File: src/rtl/md_controller.sv
// Iterative multiply/divide unit with HI/LO registers: 32 radix-2 steps plus one
// fix-up cycle, with pipeline stall and flush handling for the EX stage.
module md_controller (
    input  logic        clock,
    input  logic        reset,
    input  logic        EX_start,
    input  logic [1:0]  EX_md_op,
    input  logic [31:0] EX_Qa,
    input  logic [31:0] EX_Qb,
    input  logic        EX_mf,
    input  logic        EX_mf_sel,
    input  logic        EX_mt,
    input  logic        EX_mt_sel,
    input  logic        flush,
    output logic        busy,
    output logic        stall,
    output logic [31:0] md_Result,
    output logic        done,
    output logic [31:0] HI,
    output logic [31:0] LO
);

    // state | meaning:  IDLE accept start / mt | RUN 32 radix-2 steps | FIX sign fix-up + HI/LO write
    typedef enum logic [1:0] {IDLE, RUN, FIX} state_t;

    state_t      state_q;
    logic [5:0]  cnt_q;
    logic [1:0]  op_q;
    logic [31:0] a_q, b_q, d_q;
    logic [63:0] p_q;
    logic [31:0] hi_q, lo_q;
    logic        done_q;

    logic        signed_in;
    logic [31:0] abs_a, abs_b;
    logic        is_div, signed_op;
    logic [32:0] mul_sum;
    logic        div_ge;
    logic [31:0] div_diff;
    logic [63:0] step_d;
    logic [63:0] prod_fix;
    logic [31:0] quo_fix, rem_fix;
    logic [31:0] hi_fix, lo_fix;

    assign signed_in = ~EX_md_op[0];
    assign abs_a     = (signed_in && EX_Qa[31]) ? (~EX_Qa + 32'd1) : EX_Qa;
    assign abs_b     = (signed_in && EX_Qb[31]) ? (~EX_Qb + 32'd1) : EX_Qb;

    assign is_div    = op_q[1];
    assign signed_op = ~op_q[0];

    // Multiply: p_q = {partial product, remaining multiplier bits}, shifted right each step.
    // Divide:   p_q = {partial remainder, dividend/quotient bits}, shifted left each step.
    assign mul_sum  = {1'b0, p_q[63:32]} + (p_q[0] ? {1'b0, d_q} : 33'd0);
    assign div_ge   = p_q[63:31] >= {1'b0, d_q};
    assign div_diff = p_q[62:31] - d_q;

    always_comb begin
        step_d = {mul_sum, p_q[31:1]};
        if (is_div) begin
            if (div_ge)
                step_d = {div_diff, p_q[30:0], 1'b1};
            else
                step_d = {p_q[62:0], 1'b0};
        end
    end

    assign prod_fix = (signed_op && (a_q[31] ^ b_q[31])) ? (~p_q + 64'd1) : p_q;
    assign quo_fix  = (signed_op && (a_q[31] ^ b_q[31])) ? (~p_q[31:0] + 32'd1) : p_q[31:0];
    assign rem_fix  = (signed_op && a_q[31]) ? (~p_q[63:32] + 32'd1) : p_q[63:32];

    always_comb begin
        hi_fix = prod_fix[63:32];
        lo_fix = prod_fix[31:0];
        if (is_div) begin
            if (b_q == 32'd0) begin
                hi_fix = a_q;
                lo_fix = 32'hFFFF_FFFF;
            end else begin
                hi_fix = rem_fix;
                lo_fix = quo_fix;
            end
        end
    end

    always_ff @(posedge clock or negedge reset) begin
        if (!reset) begin
            state_q <= IDLE;
            cnt_q   <= 6'd0;
            op_q    <= 2'd0;
            a_q     <= 32'd0;
            b_q     <= 32'd0;
            d_q     <= 32'd0;
            p_q     <= 64'd0;
            hi_q    <= 32'd0;
            lo_q    <= 32'd0;
            done_q  <= 1'b0;
        end else begin
            done_q <= 1'b0;
            unique case (state_q)
                IDLE: begin
                    if (EX_start && !flush) begin
                        op_q    <= EX_md_op;
                        a_q     <= EX_Qa;
                        b_q     <= EX_Qb;
                        cnt_q   <= 6'd0;
                        state_q <= RUN;
                        if (EX_md_op[1]) begin
                            p_q <= {32'd0, abs_a};
                            d_q <= abs_b;
                        end else begin
                            p_q <= {32'd0, abs_b};
                            d_q <= abs_a;
                        end
                    end else if (EX_mt) begin
                        if (EX_mt_sel)
                            hi_q <= EX_Qa;
                        else
                            lo_q <= EX_Qa;
                    end
                end
                RUN: begin
                    if (flush) begin
                        state_q <= IDLE;
                    end else begin
                        p_q   <= step_d;
                        cnt_q <= cnt_q + 6'd1;
                        if (cnt_q == 6'd31)
                            state_q <= FIX;
                    end
                end
                FIX: begin
                    state_q <= IDLE;
                    if (!flush) begin
                        hi_q   <= hi_fix;
                        lo_q   <= lo_fix;
                        done_q <= 1'b1;
                    end
                end
                default: state_q <= IDLE;
            endcase
        end
    end

    assign busy      = (state_q != IDLE);
    assign stall     = busy && (EX_start || EX_mf || EX_mt);
    assign md_Result = EX_mf_sel ? hi_q : lo_q;
    assign done      = done_q;
    assign HI        = hi_q;
    assign LO        = lo_q;

endmodule

File: config.mk
export PLATFORM = sky130hd
export DESIGN_NAME = md_controller
export DESIGN_NICKNAME = d
export VERILOG_FILES = /design/src/rtl/md_controller.sv
export SDC_FILE = /design/constraint.sdc
export NUM_CORES = 1
export LEC_CHECK = 0
export ABC_CLOCK_PERIOD_IN_PS = 4300
export CORE_ASPECT_RATIO = 0.7
export CORE_MARGIN = 2
export CORE_UTILIZATION = 59
export CTS_CLUSTER_SIZE = 12
export DETAILED_ROUTE_END_ITERATION = 12
export HOLD_SLACK_MARGIN = 0.08
export MAX_ROUTING_LAYER = met4
export PLACE_DENSITY = 0.87
export SLEW_MARGIN = 20
export SYNTH_ARGS = -nofsm -noshare
export SYNTH_HDL_FRONTEND = slang
export SYNTH_SLANG_ARGS = --single-unit
File: constraint.sdc
create_clock -name clock -period 4.3 [get_ports clock]
set_input_delay 0.86 -clock clock [delete_from_list [all_inputs] [get_ports clock]]
set_output_delay 0.86 -clock clock [all_outputs]
set_load 0.05 [all_outputs]
==> results by group, run 1 <==
Status
  – Outcome: finished, final reports clean

STA
  – Final hold slack: 0.3042 ns
  – Worst Clk Skew: 0.01370 ns
  – Tcrit/Tclk final: 96.80%
  – RSZ-0062 raised after global routing: no
  – Worst-margin pin slew: 1.082 ns
  – Final hold vios: 0
  – Max Slew Vio Count: 0
  – Fmax: 240.2 MHz
  – Final min period: 4.163 ns
  – Fin worst setup slack: 0.1374 ns
  – Slew HR: 27.90%
  – Setup TNS: 0 ns
  – Final setup vio count: 0

Clock tree
  – Post-CTS setup repair buffer count: 0
  – Post-CTS resize count: 0
  – Clock-pin slew on the worst setup and hold paths: 0.07 ns
  – CTS tree: yes
  – H-tree levels: 1
  – Clock Sinks: 235
  – Cts-stage hold buffer count: 0
  – Clock Tree Buf Depth: 3
  – Worst-Skew Late Latency: 0.56 ns
  – CTS root buf: clkbuf_16
  – Total CTS buffers: 26

Route
  – Pre-Repair DR Iteration Count: 6
  – Routed Antenna Nets: 0
  – Vias per inst: 6.889
  – Routed length per instance: 25.08 um
  – DRC viols: 0
  – Routed WL: 75650 um
  – Iteration-0 DRC Markers: 3483
  – Routed vias: 20790

Floorplan
  – Core area: 0.03128 mm^2
  – Cell Rows: 54
  – DIE AREA: 0.03336 mm^2
  – Initial core utilization: 60.14%
  – Die height: 153.4 um
  – Die X: 217.4 um
  – Io pins: 173

Synthesis
  – Yosys reg bits: 235
  – Largest area contributor in the synthesized netlist: dfrtp_1
  – Mapped Avg Cell Area: 7.629 um^2
  – Share of the synthesized area in the top cell type: 31.26%
  – Number of flops mapped to enable cells by yosys: 0
  – Mapped Area: 0.01881 mm^2
  – Syn Inst Count: 2466
  – YS warnings: 0
  – Area contributors post-synth: dfrtp_1, nand2_1, a21oi_1, o21ai_0, nor2_1
  – Post-synth cell types: 78
  – Ys flop type: dfrtp_1
  – Post-synthesis async set-or-reset flop share: 100.0%
  – Register area share after synthesis: 31.26%
  – Net Count, Synth: 2611

Setup path
  – Crit path launch type: flop
  – CP Capture Type: flop
  – Critical path class: reg -> reg
  – Critical path data arrival time: 4.62 ns
  – Worst Reg-to-Reg Cells: 13
  – Worst endpoint required time: 4.75 ns
  – Crit Path Max Fanout: 9

Global route
  – Total track usage: 45.62%
  – First-pass GRT wire length: 113700 um
  – Largest net degree at the start of global routing: 101
  – Number of global-route vias before repair: 19110
  – Initial antenna violation count: 0
  – Total grt overflow: 0

Placement
  – GPL Wtd Cong: 1.080
  – Dpl ws: 0.4764 ns
  – Area of placed instances: 0.02127 mm^2
  – DP HPWL: 56940 um
  – Port-buffer cells: 172

Pwr
  – Pwr dens: 644.4 mW/mm^2
  – Leakage power: 9.787 nW
  – Overall power: 14.25 mW
  – Maximum vdd drop: 368.7 uV

Layout
  – Area Overhead vs Synth: 17.52%
  – Post-route cell area: 0.02211 mm^2
  – Nets: 2727
  – Share of cells above drive strength 1: 9.091%

Min path
  – Worst Hold Class: in -> async

Run
  – Number of max-cap violations: 0
[per-stage QoR]
stage	util (%)	std cells
detailed placement	67.99	2974
global placement	67.99	2974
CTS	70.67	3016
finish	70.68	3017
global route	70.67	3016
floorplan	-	2466
[cell families (layout without fill, tap and decap cells)]
kind of cell	Yosys count	after routing	share of synthesized area (%)
other	0	1	0
XOR/XNOR	188	188	8.752
AND/OR/NAND/NOR	899	899	21.72
AO/OA/AOI/OAI	745	745	23.82
multiplexers	82	82	4.595
buffers and inverters	246	376	5.054
flip-flops	235	235	31.26
adder cells (fa/ha/maj)	71	71	4.802
[registers in the layout (all words and copies together) (netlist names)]
signal,count
HI,32
LO,32
a_q,32
b_q,32
cnt_q,6
d_q,32
done,1
op_q,2
p_q,64
state_q,2
[final cells by class]
type | count | area (um^2)
timing repair buffer | 268 | 2587
multi-input combinational | 1985 | 12030
fill | 2444 | 9171
tap | 420 | 525.5
clock buffer | 35 | 745.7
inverter | 66 | 247.7
antenna | 1 | 2.502
clock inverter | 7 | 92.59
sequential | 235 | 5884
[cell usage after synthesis (12+ instances only)]
| cell | number |
|---|---|
| a211oi_1 | 22 |
| a21o_1 | 29 |
| a21oi_1 | 237 |
| a31oi_1 | 39 |
| buf_1 | 17 |
| clkbuf_1 | 151 |
| dfrtp_1 | 235 |
| ha_1 | 69 |
| inv_1 | 64 |
| mux2_2 | 35 |
| mux2i_1 | 47 |
| nand2_1 | 383 |
| nand2b_1 | 23 |
| nand3_1 | 52 |
| nand4_1 | 17 |
| nor2_1 | 234 |
| nor2b_1 | 12 |
| nor3_1 | 54 |
| nor4_1 | 24 |
| o211ai_1 | 31 |
| o21ai_0 | 219 |
| o22ai_1 | 38 |
| o31ai_1 | 20 |
| or3_1 | 32 |
| or4_1 | 13 |
| xnor2_1 | 96 |
| xor2_1 | 92 |
[routing by layer]
layer	track usage [%]	wire length (um)	vias up
li1	-	-	8970
met1	61.54	29010	9770
met4	16.01	3276	0
met5	-	0	-
met3	18.89	12940	272
met2	60.83	30430	1773
[path summary, 6_finish.rpt]
path,startpoint,slack (ns),to
setup / recovery,p_q[32]$_DFFE_PN0P_,0.14,p_q[63]$_DFFE_PN0P_
hold / removal,reset,0.30,p_q[50]$_DFFE_PN0P_
setup reg to reg,p_q[32]$_DFFE_PN0P_,0.14,p_q[63]$_DFFE_PN0P_
hold reg to reg,b_q[6]$_DFFE_PN0P_,0.48,b_q[6]$_DFFE_PN0P_
max in group asynchronous,reset,2.98,p_q[4]$_DFFE_PN0P_
min in group clock,b_q[6]$_DFFE_PN0P_,0.48,b_q[6]$_DFFE_PN0P_
[where the power goes]
group          switching, mW  internal (mW)  total, mW
clock network          0.974           1.32       2.30
logic                   5.41           3.08       8.49
registers              0.717           2.74       3.46
[placed cells by master, fill, tap and decap left out, drive strengths merged, types with 6 or more instances in the layout]
cell,instances
nand2,384
a21oi,237
dfrtp,235
nor2,234
o21ai,225
clkdlybuf4s50,138
buf,130
xnor2,96
xor2,92
ha,69
inv,64
nor3,55
nand3,52
mux2i,47
a31oi,39
o22ai,38
mux2,35
clkbuf,35
or3,32
o211ai,31
nor4,30
a21o,29
nand2b,23
a211oi,22
o31ai,20
nand4,17
or4,15
nor2b,12
and3,11
a22oi,11
and2,10
o21a,10
o221ai,8
a211o,8
o21bai,8
a221oi,8
or2,7
o311ai,6
[critical path, stage by stage, from the launching register on]
cell	delay, ns
dfrtp_1	0.56
ha_1	0.28
inv_1	0.07
fa_1	0.42
nor2b_1	0.22
o2111ai_1	0.27
a311oi_1	0.57
o21ai_0	0.14
buf_4	0.18
nand2_1	0.09
o211ai_1	0.12
o311ai_0	0.59
a32oi_1	0.25
a211oi_1	0.28
No activity file was read; power rests on OpenSTA's default activity.
==> run 2, diff against run 1 <==
--- a/config.mk
+++ b/config.mk
@@ -8,2 +8,3 @@
 export ABC_CLOCK_PERIOD_IN_PS = 4300
+export CAP_MARGIN = 25
 export CORE_ASPECT_RATIO = 0.7
==> constraint.sdc (replaced) <==
create_clock -name clock -period 4.3 [get_ports clock]
set_input_delay 0.43 -clock clock [delete_from_list [all_inputs] [get_ports clock]]
set_output_delay 0.43 -clock clock [all_outputs]
set_load 0.05 [all_outputs]
==> run 2 against run 1 <==
  * Global-route usage rose by 0.69 points
  * Combinational power fell by 3.9%
  * Design area fell by 1.5%
  * Setup slack improved by 0.23 ns
  * Sequential share of layout area rose by 0.40 points
  * Sequential power rose by 1%
  * Sequential cell count did not move
  * Fmax rose by 5.8%
  * Largest cell class unchanged
==> results by group, run 2 (same netlist as run 1, synthesis figures left out) <==
Clock tree
  – Total CTS buffers: 25
  – CTS tree: yes
  – H-tree levels: 1
  – Clock Tree Buf Depth: 3
  – CTS root buf: clkbuf_16
  – Clock-pin slew on the worst setup and hold paths: 0.06 ns
  – Clock Sinks: 235
  – Worst-Skew Late Latency: 0.56 ns

Pwr
  – Leakage power: 9.570 nW
  – Maximum vdd drop: 439.8 uV
  – Overall power: 13.79 mW
  – Pwr dens: 633.0 mW/mm^2

Route
  – Pre-Repair DR Iteration Count: 6
  – Vias per inst: 6.849
  – Iteration-0 DRC Markers: 3335
  – Routed Antenna Nets: 0
  – Routed length per instance: 25.21 um
  – Routed WL: 75710 um
  – Routed vias: 20570
  – DRC viols: 0

Setup path
  – Critical path data arrival time: 4.41 ns
  – Worst path cell trace: inv_1 > buf_4 > nor2_1 > ha_1 > a21oi_1 > o21ai_0 > o21ai_0 > a2111oi_1 > o31ai_1 > xnor2_1 > o221ai_1 > a2bb2oi_1
  – CP Capture Type: flop
  – Worst path max stage delay: 0.77 ns
  – Critical path class: reg -> reg
  – Crit path to: p_q[62]$_DFFE_PN0P_
  – Crit path launch type: flop
  – CP max-delay cell: a2111oi_1
  – Worst Reg-to-Reg Cells: 12
  – Crit-path most repeated cell: o21ai_0
  – Reg2reg end: p_q[62]$_DFFE_PN0P_
  – Worst endpoint required time: 4.78 ns
  – Crit Path Max Fanout: 21
  – Reg-to-reg slack, setup: 0.37 ns
  – Crit. Startpoint: p_q[0]$_DFFE_PN0P_
  – Beginning of the worst register-to-register path: p_q[0]$_DFFE_PN0P_

Layout
  – Max FFs per register: 64
  – Nets: 2710
  – Post-route cell area: 0.02178 mm^2
  – Share of cells above drive strength 1: 7.096%
  – Most frequent cells in the layout: nand2_1, a21oi_1, dfrtp_1, nor2_1, o21ai_0
  – Final core occ: 69.63%
  – Fillcell total: 2491
  – Commonest non-fill, non-tap cell in the layout: nand2_1
  – Reg with most FFs: p_q
  – Area Overhead vs Synth: 15.78%

Global route
  – First-pass GRT wire length: 115100 um
  – Number of global-route vias before repair: 19280
  – Largest net degree at the start of global routing: 106
  – Initial antenna violation count: 1
  – Total track usage: 46.32%
  – Total grt overflow: 0

Floorplan
  – Initial core utilization: 60.14%
  – Die X: 217.4 um
  – DIE AREA: 0.03336 mm^2
  – Cell Rows: 54
  – Die height: 153.4 um
  – Io pins: 173
  – Core area: 0.03128 mm^2

Placement
  – GPL Wtd Cong: 1.096
  – Area of placed instances: 0.02101 mm^2
  – Port-buffer cells: 172
  – DP HPWL: 57140 um

STA
  – Worst Clk Skew: 0.01648 ns
  – Final setup vio count: 0
  – Final min period: 3.935 ns
  – Final hold slack: 0.4775 ns
  – RSZ-0062 raised after global routing: no
  – Fmax: 254.1 MHz
  – Setup TNS: 0 ns
  – Max Slew Vio Count: 0
  – Slew HR: 34.86%
  – Final hold vios: 0
  – Worst-margin pin slew: 0.9771 ns
  – Tcrit/Tclk final: 91.51%

Min path
  – Worst Hold Class: reg -> reg

Run
  – Number of max-cap violations: 0

Status
  – Outcome: finished, final reports clean
[run 2: cell count changes in the layout (fill, tap and decap cells not counted), moves of 3 or more]
cell	delta
diode_2	+3
buf_12	-17
buf_4	-32
clkinvlp_4	-3
clkbuf_1	+3
clkdlybuf4s50_1	+32
[run 2: through the flow]
step / instances / setup WS (ns)
after floorplan: 2466 / 0.9887
after global placement: 2957 / 0.4699
after detailed placement: 2957 / 0.3265
after CTS: 2999 / 0.3101
after global routing: 3001 / 0.01525
final: 3003 / 0.3650
[run 2: critical path: cells and delay by family, from the launching register on]
family	cells	cell delay, ns
AOI/OAI and AO/OA	7	2.01
xor gates and xnor gates	1	0.17
and+or+nand+nor	1	0.09
DFF	1	0.45
adders and majority gates	1	0.41
buffers and inverters	2	0.71
[run 2: timing repair]
item / CTS / global route
endpoints found under the hold margin: 101 / 0
resized for setup: 0 / 1
endpoints found under the setup margin: 0 / 2
hold buffers: 1 / 0
setup buffers: 0 / 0
[run 2: power breakdown]
part	internal, mW	switching [mW]	leakage [nW]
combinational	2.98	5.18	6.30
sequential	2.74	0.757	2.89
clock	1.17	0.956	0.372
[run 2: how the worst min path moves through the flow]
| stage | from | to | slack (ns) | cells after the start |
|---|---|---|---|---|
| detailed placement | a_q[24]$_DFFE_PN0P_ | a_q[24]$_DFFE_PN0P_ | 0.46 | 2 |
| floorplan | reset | HI[0]$_DFFE_PN0P_ | 0.13 | 0 |
| CTS | a_q[24]$_DFFE_PN0P_ | a_q[24]$_DFFE_PN0P_ | 0.48 | 2 |
| finish | b_q[21]$_DFFE_PN0P_ | b_q[21]$_DFFE_PN0P_ | 0.48 | 2 |
| global placement | a_q[18]$_DFFE_PN0P_ | a_q[18]$_DFFE_PN0P_ | 0.46 | 2 |
| global route | b_q[21]$_DFFE_PN0P_ | b_q[21]$_DFFE_PN0P_ | 0.50 | 2 |
[run 2: layout make-up]
type	count	area [um^2]	share of cell area, %
diodes	4	10.01	0.04595
well taps	420	525.5	2.412
repair buffers	252	2337	10.73
clock buffers	35	693.2	3.182
multi-input cells	1985	12030	55.21
inverters	66	247.7	1.137
flip-flops and latches	235	5884	27.01
clock inverters	6	58.81	0.2700
[run 2: metal layers]
metal	vias up	wire length, um	GRT usage (%)
met5	-	0	-
met4	0	3142	16.41
met3	272	11100	14.27
met2	1573	30600	62.63
met1	9781	30870	64.85
li1	8941	-	-
==> patch: new RTL, flow settings as in run 2 <==
The 3 states of `state_t` get a one-hot encoding in 3 bits.
--- a/src/rtl/md_controller.sv
+++ b/src/rtl/md_controller.sv
@@ -22,5 +22,5 @@
 
     // state | meaning:  IDLE accept start / mt | RUN 32 radix-2 steps | FIX sign fix-up + HI/LO write
-    typedef enum logic [1:0] {IDLE, RUN, FIX} state_t;
+    typedef enum logic [2:0] {IDLE = 3'b001, RUN = 3'b010, FIX = 3'b100} state_t;
 
     state_t      state_q;
Function: no difference found for any inputs over 4 cycles, from zero or initial values and one cycle with reset low; so few cycles prove little.
==> patch against run 2 <==
- sequential cell count rose by 1
- non-clock buffer count is 11 lower
- clock power increased by 8%
- synthesized cell count fell by 1.4%
- core utilization is essentially flat
- combinational power shrank 39%
- final area is 0.28% lower
- wire length shrank 2.0%
- clock skew is 0.0040 ns lower
- worst setup slack better by 0.14 ns
- power decreased by 24%
- sequential share of layout area up 0.20 points
- area after synthesis down 0.39%
==> patch: results <==
metrics = {
    "status": {
        "status": "finished clean",
    },
    "synth": {
        "synthXorXnorAreaFrac": 0.0860,
        "yosysSeqAreaShare": 0.315,
        "synthTopCellsByCount": "nand2_1 (403), dfrtp_1 (235), o21ai_0 (212), nor2_1 (204), a21oi_1 (197)",
        "syn_avg_cell_area_um2": 7.71,
        "synth.area.top_cells": "dfrtp_1 (31%), nand2_1 (8.1%), o21ai_0 (5.7%)",
        "synth-adder-area-share": 0.0482,
        "synth_mux_area_frac": 0.0494,
        "synth-compound-area-share": 0.235,
        "ys_types": 82,
    },
    "placed_design": {
        "placed_area_um2": 20900,
        "dpl.cell_count": 2911,
        "gp_congestion": 1.04,
        "place_hpwl_um": 56400,
    },
    "layout": {
        "multi_input_gates": 1956,
        "drive_above_1_share": 0.0714,
        "seq_area_frac": 0.272,
        "buffers": 241,
        "fillers": 2548,
        "antenna_cells": 0,
        "clock_buffers": 30,
        "multi_input_area_um2": 12000,
        "regArea_um2": 5910,
        "final-clk-cell-share": 0.0377,
        "layout.cells.non_filler": 2954,
        "inverters": 60,
        "buf_share": 0.105,
        "layout.nets": 2666,
    },
    "setup_path": {
        "critPathMaxStageDelay_ns": 0.73,
        "r2r_slack_ns": 0.51,
        "r2r-end": "p_q[58]$_DFFE_PN0P_",
        "reg2regPathDepth": 13,
        "worstPathMaxFanout": 30,
    },
    "sta": {
        "fin_worst_skew_ns": 0.0125,
        "min_period_over_period": 0.882,
        "timing.hold.ws_ns": 0.419,
    },
    "global_routing": {
        "globalRouteTotalUtil": 0.454,
        "grt_max_degree": 91,
        "grt_pass1_vias": 18700,
        "grt_util_met3": 0.122,
        "antenna_found_initial": 0,
        "grt_pass1_wl_um": 113000,
        "grtUsageMet2": 0.629,
        "gr-usage-met1": 0.634,
    },
    "detailed_routing": {
        "wl_per_cell_um": 25.1,
        "met3_wirelength_um": 10600,
        "vias": 20100,
        "drt_iter0_markers": 2767,
        "met2WireLength_um": 30400,
    },
    "cts": {
        "clock_sinks": 236,
        "h-tree-depth": 1,
        "cts_buffers": 26,
    },
    "worst_hold_path": {
        "holdCritPathClass": "in -> async",
    },
    "pwr": {
        "p_leak_nw": 9.74,
        "net-switching-power_mw": 4.78,
    },
}
patch: cell types whose count changed after synthesis, sizes merged, moves of 8 or more:
| cell | before | now |
|---|---|---|
| nor2 | 234 | 205 |
| nor3 | 55 | 68 |
| xor2 | 92 | 81 |
| a211oi | 22 | 30 |
| a21oi | 237 | 197 |
| o221ai | 8 | 30 |
| or3 | 32 | 23 |
| a31oi | 39 | 24 |
| nand2 | 384 | 404 |
patch: timing repair:
item,4_1_cts,5_1_grt
buffers inserted,0,0
gates resized for setup,0,0
endpoints found under the hold margin,76,0
hold buffers,1,0
patch: cell families after synthesis:
logic type	after synthesis
simple gates	897
compound gates	716
buf+inv	240
flops	236
xor+xnor	184
mux	88
fa+ha+maj	71
patch: power by group through the flow:
stage	clock (mW)	combinational (mW)	sequential [mW]
finish	2.29	4.95	3.19
global route	2.36	5.26	3.22
CTS	2.27	4.84	3.15
detailed placement	0	4.80	3.19
global placement	0	4.72	3.16
floorplan	0	2.77	3.50
